$ cat src/rtl/quad_pkg.sv
// quad_pkg: shared definitions for the multi-channel quadrature decoder.
//   - default parameter constants
//   - step_t classification of a filtered {A,B} transition
//   - forward/reverse transition codes, 4-bit {prev_a, prev_b, cur_a, cur_b}
//   - decode_step(): transition code -> step_t
//   - sat_signed(): clamp a 64-bit signed value to a narrower signed range
package quad_pkg;

  localparam int DEF_NUM_CHANNELS  = 4;
  localparam int DEF_COUNT_WIDTH   = 32;
  localparam int DEF_FILTER_DEPTH  = 4;
  localparam int DEF_SAMPLE_PERIOD = 100000;
  localparam int DEF_VEL_WIDTH     = 16;

  typedef enum logic [1:0] {
    STEP_NONE    = 2'd0,
    STEP_FWD     = 2'd1,
    STEP_REV     = 2'd2,
    STEP_ILLEGAL = 2'd3
  } step_t;

  // Forward cycle 00 -> 10 -> 11 -> 01 -> 00
  localparam logic [3:0] FWD_00_10 = 4'b0010;
  localparam logic [3:0] FWD_10_11 = 4'b1011;
  localparam logic [3:0] FWD_11_01 = 4'b1101;
  localparam logic [3:0] FWD_01_00 = 4'b0100;
  // Reverse cycle 00 -> 01 -> 11 -> 10 -> 00
  localparam logic [3:0] REV_00_01 = 4'b0001;
  localparam logic [3:0] REV_01_11 = 4'b0111;
  localparam logic [3:0] REV_11_10 = 4'b1110;
  localparam logic [3:0] REV_10_00 = 4'b1000;

  function automatic step_t decode_step(input logic [3:0] code);
    case (code)
      FWD_00_10, FWD_10_11, FWD_11_01, FWD_01_00: return STEP_FWD;
      REV_00_01, REV_01_11, REV_11_10, REV_10_00: return STEP_REV;
      // Both bits flipped at once: the direction cannot be known.
      default: return ((code[3:2] ^ code[1:0]) == 2'b11) ? STEP_ILLEGAL : STEP_NONE;
    endcase
  endfunction

  // Clamp v to [-(2^(w-1)), 2^(w-1)-1]; w must be in 2..63.
  function automatic logic signed [63:0] sat_signed(input logic signed [63:0] v,
                                                    input int unsigned w);
    logic signed [63:0] hi;
    logic signed [63:0] lo;
    hi = (64'sd1 <<< (w - 1)) - 64'sd1;
    lo = -hi - 64'sd1;
    if (v > hi)      return hi;
    else if (v < lo) return lo;
    else             return v;
  endfunction

endpackage

$ cat src/rtl/quad_channel.sv
// quad_channel: one encoder channel.
//   2-flop synchroniser and stability filter on each input, x4 decode with a
//   registered step, wrap-around position counter and sticky error flag.
// Ports:
//   clk, reset          clock, synchronous active-high reset
//   quad_a, quad_b      raw encoder inputs (asynchronous)
//   count_clear         synchronous position clear (wins over a step)
//   error_clear         clears the sticky error (a coincident set wins)
//   count               position, two's complement, wraps
//   error               sticky illegal-transition flag
//   pos_zero            high in any cycle where the position is being zeroed
// Optional (macro QUAD_INDEX_EN): quad_i index input, index_arm, index_seen.
module quad_channel
  import quad_pkg::*;
#(
  parameter int COUNT_WIDTH  = DEF_COUNT_WIDTH,
  parameter int FILTER_DEPTH = DEF_FILTER_DEPTH
) (
  input  logic                   clk,
  input  logic                   reset,
  input  logic                   quad_a,
  input  logic                   quad_b,
`ifdef QUAD_INDEX_EN
  input  logic                   quad_i,
  input  logic                   index_arm,
  output logic                   index_seen,
`endif
  input  logic                   count_clear,
  input  logic                   error_clear,
  output logic [COUNT_WIDTH-1:0] count,
  output logic                   error,
  output logic                   pos_zero
);

`ifdef QUAD_INDEX_EN
  localparam int NI = 3;
`else
  localparam int NI = 2;
`endif
  localparam int FW = $clog2(FILTER_DEPTH + 1);

  logic [NI-1:0] raw;
  logic [NI-1:0] sync1_reg;
  logic [NI-1:0] sync2_reg;
  logic [NI-1:0] filt;

`ifdef QUAD_INDEX_EN
  assign raw = {quad_i, quad_a, quad_b};
`else
  assign raw = {quad_a, quad_b};
`endif

  always_ff @(posedge clk) begin
    if (reset) begin
      sync1_reg <= '0;
      sync2_reg <= '0;
    end else begin
      sync1_reg <= raw;
      sync2_reg <= sync1_reg;
    end
  end

  // The filtered bit follows only after FILTER_DEPTH consecutive cycles of
  // disagreement; any agreeing cycle restarts the count.
  generate
    for (genvar gi = 0; gi < NI; gi++) begin : g_filt
      logic [FW-1:0] stab_cnt_reg;
      logic          filt_bit_reg;
      always_ff @(posedge clk) begin
        if (reset) begin
          stab_cnt_reg <= '0;
          filt_bit_reg <= 1'b0;
        end else if (sync2_reg[gi] == filt_bit_reg) begin
          stab_cnt_reg <= '0;
        end else if (stab_cnt_reg == FW'(FILTER_DEPTH - 1)) begin
          filt_bit_reg <= sync2_reg[gi];
          stab_cnt_reg <= '0;
        end else begin
          stab_cnt_reg <= stab_cnt_reg + 1'b1;
        end
      end
      assign filt[gi] = filt_bit_reg;
    end
  endgenerate

  logic [1:0]             prev_ab_reg;
  step_t                  step_reg;
  logic [COUNT_WIDTH-1:0] count_reg;
  logic                   error_reg;

  // Transition is classified into step_reg one cycle before it is applied,
  // keeping the decode out of the counter's carry path.
  always_ff @(posedge clk) begin
    if (reset) begin
      prev_ab_reg <= 2'b00;
      step_reg    <= STEP_NONE;
    end else begin
      prev_ab_reg <= filt[1:0];
      step_reg    <= decode_step({prev_ab_reg, filt[1:0]});
    end
  end

`ifdef QUAD_INDEX_EN
  logic prev_i_reg;
  logic index_seen_reg;
  logic index_hit;
  assign index_hit = filt[2] & ~prev_i_reg & index_arm;

  always_ff @(posedge clk) begin
    if (reset) begin
      prev_i_reg     <= 1'b0;
      index_seen_reg <= 1'b0;
    end else begin
      prev_i_reg <= filt[2];
      if (index_hit)        index_seen_reg <= 1'b1;
      else if (error_clear) index_seen_reg <= 1'b0;
    end
  end
  assign index_seen = index_seen_reg;
  assign pos_zero   = count_clear | index_hit;
`else
  assign pos_zero = count_clear;
`endif

  always_ff @(posedge clk) begin
    if (reset) begin
      count_reg <= '0;
    end else if (pos_zero) begin
      count_reg <= '0;
    end else if (step_reg == STEP_FWD) begin
      count_reg <= count_reg + 1'b1;
    end else if (step_reg == STEP_REV) begin
      count_reg <= count_reg - 1'b1;
    end
  end

  always_ff @(posedge clk) begin
    if (reset) begin
      error_reg <= 1'b0;
    end else if (step_reg == STEP_ILLEGAL) begin
      error_reg <= 1'b1;
    end else if (error_clear) begin
      error_reg <= 1'b0;
    end
  end

  assign count = count_reg;
  assign error = error_reg;

endmodule

$ cat src/rtl/quad_decoder_mc.sv
// quad_decoder_mc: multi-channel quadrature decoder with shared velocity timer.
//   NUM_CHANNELS quad_channel instances, a free-running period counter and
//   per-channel snapshot/saturation producing steps-per-period velocity.
// Ports:
//   clk, reset                  clock, synchronous active-high reset
//   quadA, quadB                raw encoder inputs, one bit per channel
//   count_clear, error_clear    per-channel position / error clears
//   count                       positions, channel i at [i*COUNT_WIDTH +: COUNT_WIDTH]
//   velocity                    signed steps per period, channel i at [i*VEL_WIDTH +: VEL_WIDTH]
//   velocity_valid              one-cycle pulse when velocity updates
//   error                       sticky illegal-transition flags
// Optional (macro QUAD_INDEX_EN): quadI, index_arm inputs, index_seen output.
module quad_decoder_mc
  import quad_pkg::*;
#(
  parameter int NUM_CHANNELS  = DEF_NUM_CHANNELS,
  parameter int COUNT_WIDTH   = DEF_COUNT_WIDTH,
  parameter int FILTER_DEPTH  = DEF_FILTER_DEPTH,
  parameter int SAMPLE_PERIOD = DEF_SAMPLE_PERIOD,
  parameter int VEL_WIDTH     = DEF_VEL_WIDTH
) (
  input  logic                                clk,
  input  logic                                reset,
  input  logic [NUM_CHANNELS-1:0]             quadA,
  input  logic [NUM_CHANNELS-1:0]             quadB,
`ifdef QUAD_INDEX_EN
  input  logic [NUM_CHANNELS-1:0]             quadI,
  input  logic [NUM_CHANNELS-1:0]             index_arm,
  output logic [NUM_CHANNELS-1:0]             index_seen,
`endif
  input  logic [NUM_CHANNELS-1:0]             count_clear,
  input  logic [NUM_CHANNELS-1:0]             error_clear,
  output logic [NUM_CHANNELS*COUNT_WIDTH-1:0] count,
  output logic [NUM_CHANNELS*VEL_WIDTH-1:0]   velocity,
  output logic                                velocity_valid,
  output logic [NUM_CHANNELS-1:0]             error
);

  localparam int PW = $clog2(SAMPLE_PERIOD);

  logic [PW-1:0] period_reg;
  logic          tick;
  logic          velocity_valid_reg;

  assign tick = (period_reg == PW'(SAMPLE_PERIOD - 1));

  always_ff @(posedge clk) begin
    if (reset) begin
      period_reg         <= '0;
      velocity_valid_reg <= 1'b0;
    end else begin
      period_reg         <= tick ? '0 : period_reg + 1'b1;
      velocity_valid_reg <= tick;
    end
  end

  assign velocity_valid = velocity_valid_reg;

  generate
    for (genvar gi = 0; gi < NUM_CHANNELS; gi++) begin : g_ch
      logic [COUNT_WIDTH-1:0]        ch_count;
      logic                          ch_zero;
      logic [COUNT_WIDTH-1:0]        snap_reg;
      logic signed [COUNT_WIDTH-1:0] delta;
      logic signed [VEL_WIDTH-1:0]   vel_sat;
      logic [VEL_WIDTH-1:0]          vel_reg;

      quad_channel #(
        .COUNT_WIDTH  (COUNT_WIDTH),
        .FILTER_DEPTH (FILTER_DEPTH)
      ) u_ch (
        .clk         (clk),
        .reset       (reset),
        .quad_a      (quadA[gi]),
        .quad_b      (quadB[gi]),
`ifdef QUAD_INDEX_EN
        .quad_i      (quadI[gi]),
        .index_arm   (index_arm[gi]),
        .index_seen  (index_seen[gi]),
`endif
        .count_clear (count_clear[gi]),
        .error_clear (error_clear[gi]),
        .count       (ch_count),
        .error       (error[gi]),
        .pos_zero    (ch_zero)
      );

      // Wrapping subtraction gives the true step count as long as fewer than
      // 2^(COUNT_WIDTH-1) steps happen within one period.
      assign delta   = ch_count - snap_reg;
      assign vel_sat = VEL_WIDTH'(sat_signed(64'(delta), VEL_WIDTH));

      // The snapshot takes the pre-step count, so a step landing on the tick
      // belongs to the following period. A zeroed position restarts at 0.
      always_ff @(posedge clk) begin
        if (reset) begin
          snap_reg <= '0;
          vel_reg  <= '0;
        end else begin
          if (ch_zero)   snap_reg <= '0;
          else if (tick) snap_reg <= ch_count;
          if (tick)      vel_reg  <= vel_sat;
        end
      end

      assign count[gi*COUNT_WIDTH +: COUNT_WIDTH] = ch_count;
      assign velocity[gi*VEL_WIDTH +: VEL_WIDTH]  = vel_reg;
    end
  endgenerate

endmodule

$ cat config.mk
export PLATFORM = sky130hd
export DESIGN_NAME = quad_decoder_mc
export DESIGN_NICKNAME = d
export VERILOG_FILES = /design/src/rtl/quad_pkg.sv /design/src/rtl/quad_channel.sv /design/src/rtl/quad_decoder_mc.sv
export SDC_FILE = /design/constraint.sdc
export NUM_CORES = 1
export LEC_CHECK = 0
export ABC_AREA = 0
export BUFFER_PORTS_ARGS = -buffer_cell sky130_fd_sc_hd__buf_2
export CORE_MARGIN = 2
export CORE_UTILIZATION = 39
export CTS_CLUSTER_SIZE = 16
export DETAILED_ROUTE_END_ITERATION = 10
export GPL_ROUTABILITY_DRIVEN = 0
export PLACE_DENSITY = 0.58
export SLEW_MARGIN = 25
export SYNTH_ARGS = -nofsm -noshare
export SYNTH_HDL_FRONTEND = slang
export SYNTH_SLANG_ARGS = --single-unit
$ cat constraint.sdc
create_clock -name clk -period 3.9 [get_ports clk]
set_clock_uncertainty 0.1 [all_clocks]
set_input_delay 0.195 -clock clk [delete_from_list [all_inputs] [get_ports clk]]
set_output_delay 0.195 -clock clk [all_outputs]
set_load 0.02 [all_outputs]
# ---- After elaboration in Yosys (flattened, before gate mapping)
# Cells that the tools add are included.
dict set report word_totals {
  ff_bits 406
  latchBits 0
  mem_bits_rw 0
  mem_bits_ro 0
  input_bits 18
  out_inout_bits 197
  elab_cells 225
  memories 0
}
dict set report op_classes {
  add_sub_neg 21
  multipliers 0
  div_mod_pow 0
  magnitude_cmp 8
  eq_ne 65
  shift 0
  n_mux 32
  bitwise_logic 12
  n_reduce_logical 37
}
# operator count
set op_table {}
lappend op_table {{$mux W32} 8}
lappend op_table {{$add A32 B1 Y32 const B} 4}
lappend op_table {{$gt A32 B16 Y1 const B} 4}
lappend op_table {{$lt A32 B16 Y1 const B} 4}
lappend op_table {{$mux W16} 8}
lappend op_table {{$sub A32 B1 Y32 const B} 4}
lappend op_table {{$sub A32 B32 Y32} 4}
lappend op_table {{$eq A4 B4 Y1 const B} 16}
lappend op_table {{$eq A4 B3 Y1 const B} 8}
lappend op_table {{$reduce_or A4 Y1} 8}
lappend op_table {{$add A3 B1 Y3 const B} 8}
lappend op_table {{$eq A2 B2 Y1 const B} 12}
lappend op_table {{$eq A3 B2 Y1 const B} 8}
lappend op_table {{$reduce_or A3 Y1} 8}
lappend op_table {{$add A17 B1 Y17 const B} 1}
lappend op_table {{$eq A17 B17 Y1 const B} 1}
lappend op_table {{$eq A4 B1 Y1 const B} 4}
lappend op_table {{$eq A4 B2 Y1 const B} 4}
lappend op_table {{$pmux W2 S2} 4}
lappend op_table {{$reduce_and A2 Y1} 8}
lappend op_table {{$reduce_bool A2 Y1} 8}
lappend op_table {{$reduce_or A2 Y1} 5}
lappend op_table {{$eq A1 B1 Y1} 8}
lappend op_table {{$eq A2 B1 Y1 const B} 4}
lappend op_table {{other kinds (4)} 24}

# ---- Logic depth before layout (Yosys ltp)
# Gate-level depths: netlist (run 1).
dict set report depth {
  ltp_word 4
  ltp_mapped 17
  ltp_nobuf 16
}

# ---- Hierarchy
# A second synthesis (run 1) with hierarchy kept.
dict set report unflattened {
  hier_cells 3923
  area_unflattened_um2 30117.6
}
# module n_inst cells_per_inst area_each_um2 seq_area_each_um2
set by_module_without_submodules {}
lappend by_module_without_submodules {quad_decoder_mc 1 2245 16413.2 4204.0}
lappend by_module_without_submodules {{quad_channel at g_ch[0].u_ch ...} 2 398 3249.4 980.9}
lappend by_module_without_submodules {{quad_channel at g_ch[1].u_ch} 1 465 3722.3 980.9}
lappend by_module_without_submodules {{quad_channel at g_ch[2].u_ch} 1 417 3483.3 980.9}

# ---- Worst setup path after synthesis (run 1)
# OpenSTA, ideal clock, no wires.
dict set report synth_timing {
  path_kind {flip-flop to flip-flop}
  from {reg g_ch[0].u_ch.step_reg[1]}
  to {reg g_ch[0].u_ch.count_reg[28]}
  setup_time_ns 0.115
  arrival_time_ns 3.990
  required_time_ns 3.685
  slack_ns -0.305
  path_stages_with_launch 17
  n_path_buf 0
  period_less_slack_ns 4.205
  path_cell_list {dfxtp_1 inv_1 ha_1 inv_1 ha_1 a21o_1 a21o_1 a21o_1 a211o_1 a221oi_1 o21ai_1 a221oi_2 a211oi_1 or3_1 a21oi_1 o31ai_1 and2_1}
}
dict set report synth_via {
  elab_chain_cells 2
  word_cells_on_any_way 4
  classes_between {2 x eq/ne; 1 x mux; 1 x reduce/logical}
}
# element line
set synth_lines {}
lappend synth_lines {{start, declared} quad_channel.sv:87} ;# step_t step_reg;
lappend synth_lines {{start signal, assigned} quad_channel.sv:99} ;# step_reg <= decode_step({prev_ab_reg, filt[1:0]});
lappend synth_lines {{$eq A2 B1 Y1 / $eq A2 B2 Y1 (equally long branches)} {quad_channel.sv:130, quad_channel.sv:132}}
lappend synth_lines {{$mux W32 / $reduce_bool A2 Y1 (equally long branches)} n/a}
lappend synth_lines {{end signal, assigned} quad_channel.sv:131} ;# count_reg <= count_reg + 1'b1;
lappend synth_lines {{end signal, assigned} quad_channel.sv:133} ;# count_reg <= count_reg - 1'b1;
lappend synth_lines {{end, declared} quad_channel.sv:88} ;# logic [COUNT_WIDTH-1:0] count_reg;
# Parallel ways exist; a longest one is shown, timed or not.
# A chain may end at the register's enable or synchronous reset.

# ---- Worst setup path after layout (run 1)
dict set report layout_timing {
  from {reg g_ch[2].snap_reg[4]}
  to {reg g_ch[2].vel_reg[3]}
}
dict set report layout_via {
  elab_chain_cells 4
  word_cells_on_any_way 5
  classes_between {1 x add/sub; 2 x order compare; 2 x mux}
}
# element line
set layout_lines {}
lappend layout_lines {{start, declared} quad_decoder_mc.sv:63} ;# logic [COUNT_WIDTH-1:0] snap_reg;
lappend layout_lines {{start signal, assigned} quad_decoder_mc.sv:101} ;# else if (tick) snap_reg <= ch_count;
lappend layout_lines {{$sub A32 B32 Y32 *} quad_decoder_mc.sv:90} ;# assign delta = ch_count - snap_reg;
lappend layout_lines {{$lt A32 B16 Y1} quad_pkg.sv:50} ;# else if (v < lo) return lo;
lappend layout_lines {{$mux W16} quad_pkg.sv:50}
lappend layout_lines {{$mux W16 *} quad_pkg.sv:49} ;# if (v > hi) return hi;
lappend layout_lines {{end signal, assigned} quad_decoder_mc.sv:102} ;# if (tick) vel_reg <= vel_sat;
lappend layout_lines {{end, declared} quad_decoder_mc.sv:66} ;# logic [VEL_WIDTH-1:0] vel_reg;
# Mark *: on every way between the ends. The rest lies on a longest branch, timed or not.

==> impl_metrics.tcl, run 1 <==
set metrics [dict create \
    worstSetupEndpointType "flop" \
    fin_ws_ps 41.0 \
    clock-root-buffer "clkbuf_16" \
    cts_sinks 406 \
    synthFlopType "dfxtp_1" \
    synth.cell_area_um2 27600 \
    synthDistinctLibCells 95 \
    outcome "finished, final reports clean" \
    postSynthAreaPerCell_um2 7.67 \
    async_reset_ff_share_pct 0 \
    whs_path_depth 3 \
    fp.dieW_um 270 \
    r2r_slack_ps 40 \
    drc 0 \
    path_class "flop to flop" \
    cp.arrival_ps 4240 \
    post-place-ws_ps -69.7 \
    synth_cells 3602 \
    ant_nets 0 \
    num_rows 97 \
    hp-class "input port to flop" \
    htree_num_levels 2 \
    grt_pass1_wl_mm 124 \
    route.vias.total 25682 \
    crit_fanout 7 \
    synth_seq_cells 406 \
    yosys.area.top_type "dfxtp_1" \
    layout-drive-gt1-share_pct 17.9 \
    synth_top_area_share_pct 29.4 \
    die_area_um2 73000 \
    overflow 0 \
    finalPower_w 0.00906 \
    period_share_pct 98.9 \
    hp-start "reset" \
    tightest_slew_ps 863 \
    power_density_nw_per_um2 269 \
    synth_top_cells_by_count "464 x a21oi_1, 423 x nand2_1, 406 x dfxtp_1, 361 x nor2_1, 269 x ha_1" \
    r2r_end "g_ch[2].vel_reg[3]$_SDFFE_PP0P_" \
    cts_made_buffers 52 \
    maxCapViolCount 0 \
    relSlewSlack_pct 42.4 \
    rr_startpoint "g_ch[2].snap_reg[4]$_SDFFE_PP0P_" \
    synthTopCellsByArea "dfxtp_1 29%, ha_1 12%, a21oi_1 8.4%" \
    synthesis.nets 3897 \
    dr.pass1.iters 5 \
    ios 215 \
    core_area_um2 70100 \
    io_buffers 214 \
    routed_wl_mm 76.2 \
    antenna_found_initial 1 \
    drt-vias-per-instance 5.19 \
    area_growth_pct 22.0 \
    critPathLaunchType "flop" \
    fin_nets 4262 \
    start_util_pct 39.4 \
    synthMostInstantiatedCell "a21oi_1" \
    die_height_um 270 \
    cp.required_ps 4280 \
    grt.total_usage_pct 20.2 \
    synth-edff-count 0 \
    yosysSeqAreaShare_pct 29.4 \
    cts_tree "built" \
    grt_pass1_vias 24371 \
    grt_start_max_net_pins 153 \
    rsz0062_at_grt "yes" \
    hold_end "g_ch[2].u_ch.count[30]$_SDFFE_PP0P_" \
    drt_iter0_drc 1219 \
    clockBufferDepth 3 \
    yosysWarningCount 0 \
    setup_viol 0 \
    hpwl_mm 56.1 \
    fill_cells 7122 \
    routedWlPerCell_um 15.4 \
    clkLatencyLatePin_ps 600 \
    p_leak_nw 15.6 \
    worst-r2r-cell-count 14 \
    max_freq_mhz 259 \
    hold_viol 0 \
    slew_violations 0 \
    ir_worst_vdd_mv 0.294 \
    fin_crit_ps 3860 \
    clk_pin_slew_ps 60 \
]
==> routing by layer <==
metal / up-vias / global-route usage (%) / routed length (µm)
li1: 13340 / - / -
met1: 11953 / 26.9 / 36900
met2: 320 / 34.9 / 35700
met3: 69 / 2.63 / 2390
met4: 0 / 3.87 / 1130
met5: - / 0 / 0
==> cell usage in the layout (no fill, tap or decap), types with 34 or more instances in the layout <==
| cell type | n |
|---|---|
| a21oi_1 | 442 |
| nand2_1 | 420 |
| dfxtp_1 | 399 |
| nor2_1 | 358 |
| ha_1 | 255 |
| inv_1 | 218 |
| buf_4 | 216 |
| buf_2 | 213 |
| o21ai_0 | 143 |
| a21o_1 | 142 |
| xnor2_1 | 130 |
| xor2_1 | 94 |
| nand3_1 | 83 |
| nor2b_1 | 58 |
| clkbuf_16 | 56 |
| nand2b_1 | 52 |
| nor3_1 | 44 |
| and3_1 | 34 |
| mux2i_1 | 34 |
==> critical path, stage by stage, from the launching register on <==
cell and delay [ps]:
dfxtp_2 330, inv_2 40, ha_4 200, a21o_1 180, or3_4 330, o21a_4 240, a211oi_4 280, nand2_2 120
a21oi_2 200, o41ai_2 120, xor2_1 170, or4_4 550, o41ai_4 480, and2_4 310, a21oi_2 80
==> what timing repair did <==
item                       in CTS  in global routing
hold buffers                   15                  0
pin swaps                      14                 51
setup endpoints to repair      27                 88
buffers inserted                2                 29
gates resized for setup         9                152
cloned                          0                  5
hold endpoints to repair       30                  0
==> report_power, final <==
group / internal, W / switching, W
clock network: 0.00285 / 0.00191
registers: 0.00416 / 0.00000704
logic: 0.0000411 / 0.0000984
total: 0.00705 / 0.00201
==> layout make-up <==
class,instances,area [µm²],share of cell area (%)
multi-input combinational,2823,18700,55.6
sequential,406,8140,24.1
timing repair buffer,458,3090,9.17
clock buffer,76,1530,4.55
tap,940,1180,3.49
inverter,225,860,2.55
clock inverter,18,164,0.486
timing repair inverter,1,7.51,0.0223
antenna,1,2.50,0.00742
==> cells by family after synthesis <==
| logic type | synth area share, % |
|---|---|
| AO/OA/AOI/OAI | 23.7 |
| adder cells (fa/ha/maj) | 12.8 |
| buffers and inverters | 5.24 |
| flip-flops | 29.4 |
| multiplexers | 1.35 |
| AND/OR/NAND/NOR | 20.5 |
| XOR/XNOR | 7.10 |
==> worst max-delay path by stage <==
stage	start	to	cells past startpoint	slack (ps)
2_1_floorplan	g_ch[0].u_ch.step_reg[1]$_SDFF_PP0_	g_ch[0].u_ch.count[28]$_SDFFE_PP0P_	16	-40
3_3_place_gp	g_ch[1].u_ch.count[0]$_SDFFE_PP0P_	g_ch[1].vel_reg[9]$_SDFFE_PP0P_	14	30
3_5_place_dp	g_ch[2].u_ch.count[0]$_SDFFE_PP0P_	g_ch[2].vel_reg[3]$_SDFFE_PP0P_	15	-70
4_1_cts	g_ch[2].u_ch.step_reg[1]$_SDFF_PP0_	g_ch[2].u_ch.count[31]$_SDFFE_PP0P_	18	1
5_1_grt	g_ch[2].snap_reg[13]$_SDFFE_PP0P_	g_ch[2].vel_reg[9]$_SDFFE_PP0P_	13	-160
6_report	g_ch[2].snap_reg[4]$_SDFFE_PP0P_	g_ch[2].vel_reg[3]$_SDFFE_PP0P_	14	40
==> per-stage QoR <==
stage | util, % | hold slack, ps | cells | TNS (ps) | area (µm²)
final | 48.1 | 52.2 | 4948 | 0 | 33700
after global routing | 48.1 | 36.3 | 4948 | -3310 | 33700
after CTS | 46.8 | 38.3 | 4913 | 0 | 32800
after detailed placement | 44.0 | 308 | 4802 | -830 | 30900
after global placement | 44.0 | 310 | 4802 | 0 | 30900
after floorplan | - | 193 | 3602 | -43.6 | 27700
(Power assumes the default switching activity.)
==> run 2, diff against run 1 <==
==> constraint.sdc (replaced) <==
create_clock -name clk -period 3.4 [get_ports clk]
set_clock_uncertainty 0.1 [all_clocks]
set_input_delay 0.17 -clock clk [delete_from_list [all_inputs] [get_ports clk]]
set_output_delay 0.17 -clock clk [all_outputs]
set_load 0.02 [all_outputs]
==> run 2 against run 1 <==
Effect of this change:
- the run now ends with negative setup slack left
- largest power group unchanged
- cell count up 7.4%
- register-to-register slack worse by 470 ps
- die area stayed put
- sequential power rose by 15%
==> impl_metrics.tcl, run 2 (same netlist as run 1, synthesis figures left out) <==
set metrics [dict create \
    fin_hold_ws_ps 233 \
    hold_viol 0 \
    drc 0 \
    fill_cells 6751 \
    drt-vias-per-instance 5.10 \
    core_area_um2 70100 \
    ir_worst_vdd_mv 0.314 \
    final_cell_mix "563 x buf_4, 419 x nand2_1, 407 x a21oi_1" \
    ios 215 \
    clkLatencyLatePin_ps 580 \
    hp-start "count_clear[3]" \
    max_freq_mhz 261 \
    die_area_um2 73000 \
    placed_area_um2 34100 \
    cts_sinks 406 \
    postLayoutCellArea_um2 38100 \
    clock-root-buffer "clkbuf_16" \
    antenna_found_initial 0 \
    grt_pass1_vias 25864 \
    cts_made_buffers 50 \
    ant_nets 0 \
    hpwl_mm 58.5 \
    fin_nets 4632 \
    grt_start_max_net_pins 100 \
    drt_iter0_drc 1288 \
    setup_viol 76 \
    place_inst 5131 \
    fp.dieW_um 270 \
    dr.pass1.iters 6 \
    grt.total_usage_pct 20.7 \
    fin_util_pct 54.3 \
    routed_wl_mm 79.4 \
    slew_violations 0 \
    overflow 0 \
    rr_startpoint "g_ch[1].u_ch.count[0]$_SDFFE_PP0P_" \
    maxCapViolCount 0 \
    cp.arrival_ps 4250 \
    htree_num_levels 2 \
    io_buffers 214 \
    hp-class "input port to flop" \
    cp.required_ps 3830 \
    p_leak_nw 17.9 \
    tns_ps -18780 \
    clockBufferDepth 3 \
    cpPeakStageDelay_ps 510 \
    crit_fanout 8 \
    start_util_pct 39.4 \
    clk_pin_slew_ps 60 \
    cp_cell_sequence "inv_4, ha_4, fa_2, nand2b_4, a21o_4, a211oi_4, o21ai_2, and3b_1, or3b_1, or4b_1, or4_4, o21ai_4, buf_12, buf_6, nand3_2, nand2_1" \
    num_rows 97 \
    r2r_slack_ps -430 \
    outcome "complete, but fails checks" \
    n_antenna_cell 0 \
    violations "negative setup slack" \
    r2r_end "g_ch[1].vel_reg[3]$_SDFFE_PP0P_" \
    period_share_pct 113 \
    grt_pass1_wl_mm 128 \
    path_class "flop to flop" \
    instances_no_fill 5315 \
    power_density_nw_per_um2 271 \
    layout-drive-gt1-share_pct 29.8 \
    fin_crit_ps 3830 \
    die_height_um 270 \
    critPathLaunchType "flop" \
    hold_end "g_ch[3].snap_reg[2]$_SDFFE_PP0P_" \
    cts_tree "built" \
    rsz0062_at_grt "yes" \
    area_growth_pct 37.8 \
    whs_path_depth 3 \
    critPathSlowestCell "or4b_1" \
    fin_ws_ps -426 \
    relSlewSlack_pct 55.3 \
    worstSetupEndpointType "flop" \
    tightest_slew_ps 669 \
    route.vias.total 27095 \
    routedWlPerCell_um 14.9 \
    mostFrequentLayoutCell "buf_4" \
    worst-r2r-cell-count 16 \
]
## run 2: cell count changes in the layout (fill, tap and decap cells not counted), sizes merged
| cell | delta |
|---|---|
| bufinv | +1 |
| dlygate4sd3 | +1 |
| clkinvlp | -3 |
| buf | +373 |
| clkinv | +3 |
| clkbuf | -7 |
| diode | -1 |
## run 2: final cells by class
| cell class | instances | area (µm²) | share of cell area (%) |
|---|---|---|---|
| sequential | 406 | 8190 | 21.5 |
| timing repair buffer | 831 | 6000 | 15.8 |
| multi-input combinational | 2823 | 20200 | 53.1 |
| tap | 940 | 1180 | 3.09 |
| inverter | 225 | 862 | 2.26 |
| clock inverter | 20 | 221 | 0.582 |
| clock buffer | 70 | 1430 | 3.75 |
## run 2: routing by layer
layer | wire length, µm | global-route usage (%) | part of all wire, % | vias to the layer above
met4 | 1890 | 5.54 | 2.4 | 0
met2 | 37000 | 35.2 | 47 | 374
met1 | 37900 | 27.6 | 48 | 12554
li1 | - | - | - | 14056
met5 | 0 | 0 | 0 | -
met3 | 2670 | 2.76 | 3.4 | 111
## run 2: worst max path at each step
stage | start | end | slack (ps) | depth (start not counted)
after detailed placement | g_ch[2].snap_reg[4]$_SDFFE_PP0P_ | g_ch[2].vel_reg[2]$_SDFFE_PP0P_ | -540 | 15
after floorplan | g_ch[0].u_ch.step_reg[1]$_SDFF_PP0_ | g_ch[0].u_ch.count[28]$_SDFFE_PP0P_ | -540 | 16
after global routing | g_ch[1].u_ch.count[0]$_SDFFE_PP0P_ | g_ch[1].vel_reg[11]$_SDFFE_PP0P_ | -540 | 15
final | g_ch[1].u_ch.count[0]$_SDFFE_PP0P_ | g_ch[1].vel_reg[3]$_SDFFE_PP0P_ | -430 | 16
after global placement | g_ch[1].u_ch.count[0]$_SDFFE_PP0P_ | g_ch[1].vel_reg[2]$_SDFFE_PP0P_ | -460 | 14
after CTS | g_ch[1].u_ch.count[0]$_SDFFE_PP0P_ | g_ch[1].vel_reg[7]$_SDFFE_PP0P_ | -430 | 14
## run 2: critical path: cells and delay by family (launching register included)
kind | cells | cell delay (ps)
simple gates | 7 | 1750
compound gates | 4 | 810
fa+ha+maj | 2 | 480
flops | 1 | 350
buf+inv | 3 | 270
## run 2: repair_timing
item | CTS | global route
hold buffers | 16 | 0
gates resized for setup | 162 | 191
buffers inserted | 52 | 32
pin swaps | 110 | 110
hold endpoints to repair | 45 | 0
gates cloned | 4 | 1
setup endpoints to repair | 87 | 111
## run 2: power breakdown
part / total, W / switching [W] / internal [W]
Combinational: 0.000166 / 0.000110 / 0.0000556
Clock: 0.00536 / 0.00219 / 0.00317
Sequential: 0.00478 / 0.00000759 / 0.00477
## run 2: metrics by stage
stage,worst slack [ps],power [W]
finish,-426,0.0103
global route,-540,0.0107
CTS,-434,0.0105
detailed placement,-538,0.00503
global placement,-462,0.00503
floorplan,-543,0.00497
